**src/rtl/clk_sel_ctrl.sv**
```systemverilog
// ---------------------------------------------------------------------------
// clk_sel_ctrl
// Glitch-free source switch controller for a pixel pipeline. A change of
// source is deferred to a frame boundary (or forced after a timeout), and the
// downstream pipeline is gated off for a fixed gap before and after the mux
// select flips, so the select never moves while the pipeline runs.
//
// Parameters
//   GAP_CYCLES    gated-off cycles before and after the select change (1..255)
//   TIMEOUT       max cycles to wait for frame_end before forcing (2..65535)
//
// Ports
//   clk           sole clock, rising edge
//   rst           synchronous, active-high reset
//   req_valid     source-change request strobe
//   sel_req       requested source (0 = A, 1 = B), qualified by req_valid
//   frame_end     single-cycle pulse on the last pixel of a frame
//   sel           registered source mux select
//   gate_en       registered pipeline enable (1 = run)
//   busy          registered, high while a switch sequence is in progress
//   ack           registered single-cycle completion pulse
//   timeout_flag  registered sticky flag: last switch was forced by timeout
// ---------------------------------------------------------------------------
module clk_sel_ctrl #(
   parameter int GAP_CYCLES = 4,
   parameter int TIMEOUT    = 1024
) (
   input  logic clk,
   input  logic rst,
   input  logic req_valid,
   input  logic sel_req,
   input  logic frame_end,
   output logic sel,
   output logic gate_en,
   output logic busy,
   output logic ack,
   output logic timeout_flag
);

   typedef enum logic [2:0] {
      RUN        = 3'd0,
      WAIT_FRAME = 3'd1,
      GATE_OFF   = 3'd2,
      SWITCH     = 3'd3,
      SETTLE     = 3'd4
   } state_t;

   // Terminal counts; counters are sized for the largest legal parameters
   // and are cleared on every phase entry, so they never wrap.
   localparam logic [15:0] WAIT_LAST = 16'(TIMEOUT - 1);
   localparam logic [7:0]  GAP_LAST  = 8'(GAP_CYCLES - 1);

   state_t      state_r, state_s;
   logic [15:0] wait_cnt_r, wait_cnt_s;
   logic [7:0]  gap_cnt_r, gap_cnt_s;
   logic        target_r, target_s;
   logic        sel_r, sel_s;
   logic        gate_en_r, gate_en_s;
   logic        busy_r, busy_s;
   logic        ack_r, ack_s;
   logic        tflag_r, tflag_s;

   // State, counter and output registers with synchronous reset.
   always_ff @(posedge clk) begin
      if (rst) begin
         state_r    <= RUN;
         wait_cnt_r <= 16'd0;
         gap_cnt_r  <= 8'd0;
         target_r   <= 1'b0;
         sel_r      <= 1'b0;
         gate_en_r  <= 1'b1;
         busy_r     <= 1'b0;
         ack_r      <= 1'b0;
         tflag_r    <= 1'b0;
      end else begin
         state_r    <= state_s;
         wait_cnt_r <= wait_cnt_s;
         gap_cnt_r  <= gap_cnt_s;
         target_r   <= target_s;
         sel_r      <= sel_s;
         gate_en_r  <= gate_en_s;
         busy_r     <= busy_s;
         ack_r      <= ack_s;
         tflag_r    <= tflag_s;
      end
   end

   // Next-state and next-output logic; outputs are computed one cycle ahead
   // so that each registered output lines up with the state it belongs to.
   always_comb begin
      state_s    = state_r;
      wait_cnt_s = wait_cnt_r;
      gap_cnt_s  = gap_cnt_r;
      target_s   = target_r;
      sel_s      = sel_r;
      gate_en_s  = gate_en_r;
      busy_s     = busy_r;
      ack_s      = 1'b0;
      tflag_s    = tflag_r;

      case (state_r)
         RUN: begin
            if (req_valid) begin
               if (sel_req == sel_r) begin
                  // Already on the requested source: confirm only.
                  ack_s = 1'b1;
               end else begin
                  target_s   = sel_req;
                  wait_cnt_s = 16'd0;
                  tflag_s    = 1'b0;
                  busy_s     = 1'b1;
                  state_s    = WAIT_FRAME;
               end
            end else begin
               state_s = RUN;
            end
         end

         WAIT_FRAME: begin
            // frame_end takes priority over an expiring wait counter.
            if (frame_end) begin
               wait_cnt_s = 16'd0;
               gap_cnt_s  = 8'd0;
               gate_en_s  = 1'b0;
               state_s    = GATE_OFF;
            end else if (wait_cnt_r == WAIT_LAST) begin
               wait_cnt_s = 16'd0;
               gap_cnt_s  = 8'd0;
               gate_en_s  = 1'b0;
               tflag_s    = 1'b1;
               state_s    = GATE_OFF;
            end else begin
               wait_cnt_s = wait_cnt_r + 16'd1;
            end
         end

         GATE_OFF: begin
            if (gap_cnt_r == GAP_LAST) begin
               gap_cnt_s = 8'd0;
               state_s   = SWITCH;
            end else begin
               gap_cnt_s = gap_cnt_r + 8'd1;
            end
         end

         SWITCH: begin
            // The select flips at the end of this single, fully gated cycle.
            sel_s     = target_r;
            gap_cnt_s = 8'd0;
            state_s   = SETTLE;
         end

         SETTLE: begin
            if (gap_cnt_r == GAP_LAST) begin
               gap_cnt_s = 8'd0;
               gate_en_s = 1'b1;
               busy_s    = 1'b0;
               ack_s     = 1'b1;
               state_s   = RUN;
            end else begin
               gap_cnt_s = gap_cnt_r + 8'd1;
            end
         end

         default: begin
            state_s    = RUN;
            wait_cnt_s = 16'd0;
            gap_cnt_s  = 8'd0;
            gate_en_s  = 1'b1;
            busy_s     = 1'b0;
         end
      endcase
   end

   assign sel          = sel_r;
   assign gate_en      = gate_en_r;
   assign busy         = busy_r;
   assign ack          = ack_r;
   assign timeout_flag = tflag_r;

endmodule

```
**config.mk**
```make
export PLATFORM = sky130hd
export DESIGN_NAME = clk_sel_ctrl
export DESIGN_NICKNAME = d
export VERILOG_FILES = /design/src/rtl/clk_sel_ctrl.sv
export SDC_FILE = /design/constraint.sdc
export NUM_CORES = 1
export LEC_CHECK = 0
export BUFFER_PORTS_ARGS = -buffer_cell sky130_fd_sc_hd__buf_2
export CAP_MARGIN = 25
export CORE_ASPECT_RATIO = 0.8
export CORE_MARGIN = 4
export CORE_UTILIZATION = 40
export DETAILED_ROUTE_END_ITERATION = 8
export PLACE_DENSITY = 0.61
export RECOVER_POWER = 25
export SLEW_MARGIN = 20
export SYNTH_ARGS = -nofsm -noshare
export SYNTH_HDL_FRONTEND = slang
export SYNTH_SLANG_ARGS = --single-unit
```
**constraint.sdc**
```tcl
create_clock -name clk -period 1.8 [get_ports clk]
set_clock_uncertainty 0.05 [all_clocks]
set_input_delay 0 -clock clk [delete_from_list [all_inputs] [get_ports clk]]
set_output_delay 0 -clock clk [all_outputs]
set_load 0.01 [all_outputs]
```
==> impl_metrics.yaml <==
die:
  rows: 21
  dieArea_mm2: 0.005677
  die_w_um: 83.25
  initial_core_util: 0.4230
  core_area_mm2: 0.004283
  dieHeight_um: 68.20
  ioPinCount: 10
job:
  cap_violations: 0
min_path:
  hold_depth: 4
  holdCritPathClass: "input pin to flip-flop"
power_and_ir_drop:
  cellPowerDensity_mw_per_mm2: 753.3
  vdd_drop_max_uv: 415.3
  static-leakage-power_nw: 0.7906
final_layout:
  synthToLayoutAreaGrowth_pct: 25.00
  multi_input_area_mm2: 0.001124
  layout.cells.non_filler: 306
  nets: 255
  diodes: 0
  regArea_um2: 665.6
  drive_above_1_share: 0.2691
  final_cell_mix: "32 x buf_4, 29 x dfxtp_1, 15 x a21oi_1"
  mostFrequentLayoutCell: "buf_4"
  nFillCells: 404
timing:
  final-max-slew-violation-count: 0
  post-route-period-util: 0.9585
  setup_tns_ps: 0
  fmax_ghz: 0.5796
  setup_viol: 0
  tightest_slew_ps: 612.4
  hold_viol: 0
  relSlewSlack: 0.5917
  hold_ws_ps: 87.56
  min_period_ps: 1725
logic_synthesis:
  netlist-cell-type-count: 47
  synth_area_mm2: 0.001812
  synth_ff_type: "dfxtp_1"
  yosysWarnings: 0
  synthesis.nets: 217
  synth_enable_flop_cells: 0
  yosys_register_bits: 33
  ys_seq_area_frac: 0.3646
  syn_area_per_cell_um2: 8.627
  synth_cells: 210
  async_flop_share: 0
drt:
  vias_per_cell: 5.693
  wl_per_cell_um: 14.48
  drt_iter0_drc: 132
  drc_errors: 0
  vias: 1742
  dr.pass1.iters: 4
  postRouteAntennaNets: 0
  drt-total-wl_um: 4431
clock_tree:
  cts_buffers: 5
  h-tree-depth: 2
  cts_tree: "built"
  clock_latency_ps: 280
  cts_buffer_depth: 2
  clockRootBuffer: "clkbuf_8"
  clock_sinks: 33
  path_clk_slew_ps: 70
global_routing:
  grt_max_degree: 30
  grt_pass1_vias: 1565
  antenna_found_initial: 0
  grt_use_total: 0.1670
  grt_pass1_wl_um: 7617
  grt_overflow_total: 0
placed_design:
  dp.cells: 297
  hpwl_um: 3089
  gp_congestion: 0.8186
  io_buffers: 9
critical_path:
  r2r.worst_path.cells: 5
  cp.required_ps: 1950
  crit_path_end_kind: "flip-flop"
  crit_fanout: 7
  crit_arrival_ps: 1880
  worstSetupStartpointType: "flip-flop"
  critPathKind: "flip-flop to flip-flop"
run_status:
  outcome: "completed"
## power by group
| group | switching [W] | internal (W) | leakage, nW |
|---|---|---|---|
| clock network | 0.000278 | 0.000268 | 0.0450 |
| registers | 0.0000224 | 0.000758 | 0.269 |
| logic | 0.000209 | 0.000170 | 0.477 |
| total | 0.000510 | 0.00120 | 0.791 |
## logic make-up after synthesis
family	Yosys count	synth area share
AO/OA/AOI/OAI	64	0.2521
XOR/XNOR	2	0.01382
adder cells (fa/ha/maj)	2	0.01381
buffers and inverters	19	0.04627
flip-flops	33	0.3646
multiplexers	3	0.01658
AND/OR/NAND/NOR	87	0.2928
## per-layer routing
| metal | track usage | up-vias | wire (µm) |
|---|---|---|---|
| li1 | - | 899 | - |
| met1 | 0.2504 | 802 | 2409 |
| met2 | 0.2390 | 36 | 1787 |
| met3 | 0.03369 | 5 | 197 |
| met4 | 0.04898 | 0 | 36 |
| met5 | 0 | - | 0 |
## critical path, stage by stage (launching register included)
cell,delay [ps]
dfxtp_2,340
ha_2,190
and3_4,220
nand3_4,110
or4_1,530
a211oi_2,220
## final timing paths
path,from,end,slack [ps]
setup reg to reg,wait_cnt_r[0],wait_cnt_r[14],70
setup / recovery,wait_cnt_r[0],wait_cnt_r[14],70
hold reg to reg,timeout_flag,timeout_flag,420
hold / removal,sel_req,target_r,90
## flip-flops by register name, indices dropped and copies added (netlist names)
signal,count
wait_cnt_r,16
gap_cnt_r,8
state_r,3
ack,1
busy,1
gate_en,1
sel,1
target_r,1
timeout_flag,1
## stage by stage
step / utilization / power [W] / setup WS [ps] / instance area, µm²
floorplan: - / 0.001011 / 37.81 / 1812
global placement: 0.4955 / 0.001161 / 65.39 / 2122
detailed placement: 0.4955 / 0.001162 / -21.76 / 2122
CTS: 0.5174 / 0.001712 / 11.73 / 2216
global route: 0.5288 / 0.001803 / -0.06328 / 2265
finish: 0.5288 / 0.001706 / 74.70 / 2265
## cell usage after synthesis, drive strengths merged (3+ instances only)
library cell,count,share of area
nand2,10,0.021
and4,3,0.015
a31oi,7,0.024
buf,8,0.023
nor3,4,0.011
nor2b,3,0.010
clkbuf,5,0.010
a41oi,3,0.015
o31ai,3,0.012
a211oi,9,0.047
a311oi,7,0.034
or4,4,0.017
nor4,3,0.010
inv,6,0.012
nand4,9,0.031
a21oi,15,0.041
o21ai,7,0.019
mux2i,3,0.017
o22ai,3,0.010
dfxtp,33,0.36
nand3,11,0.033
and3,8,0.028
nand3b,5,0.021
o21a,4,0.017
nor2,11,0.023
nand2b,4,0.014
and2,4,0.014
## area by class of cell
cell class                 instances  area share
clock buffer                       6     0.03204
clock inverter                     2    0.004420
tap                               57     0.03149
inverter                           6    0.009945
multi-input combinational        158      0.4961
sequential                        33      0.2939
timing repair buffer              44      0.1320
## what timing repair did
action,CTS,global route
cloned,0,0
hold buffers,0,0
pin swaps,0,5
buffers inserted,0,1
gates resized for setup,2,17
setup endpoints to repair,2,22
(Power assumes the default switching activity.)
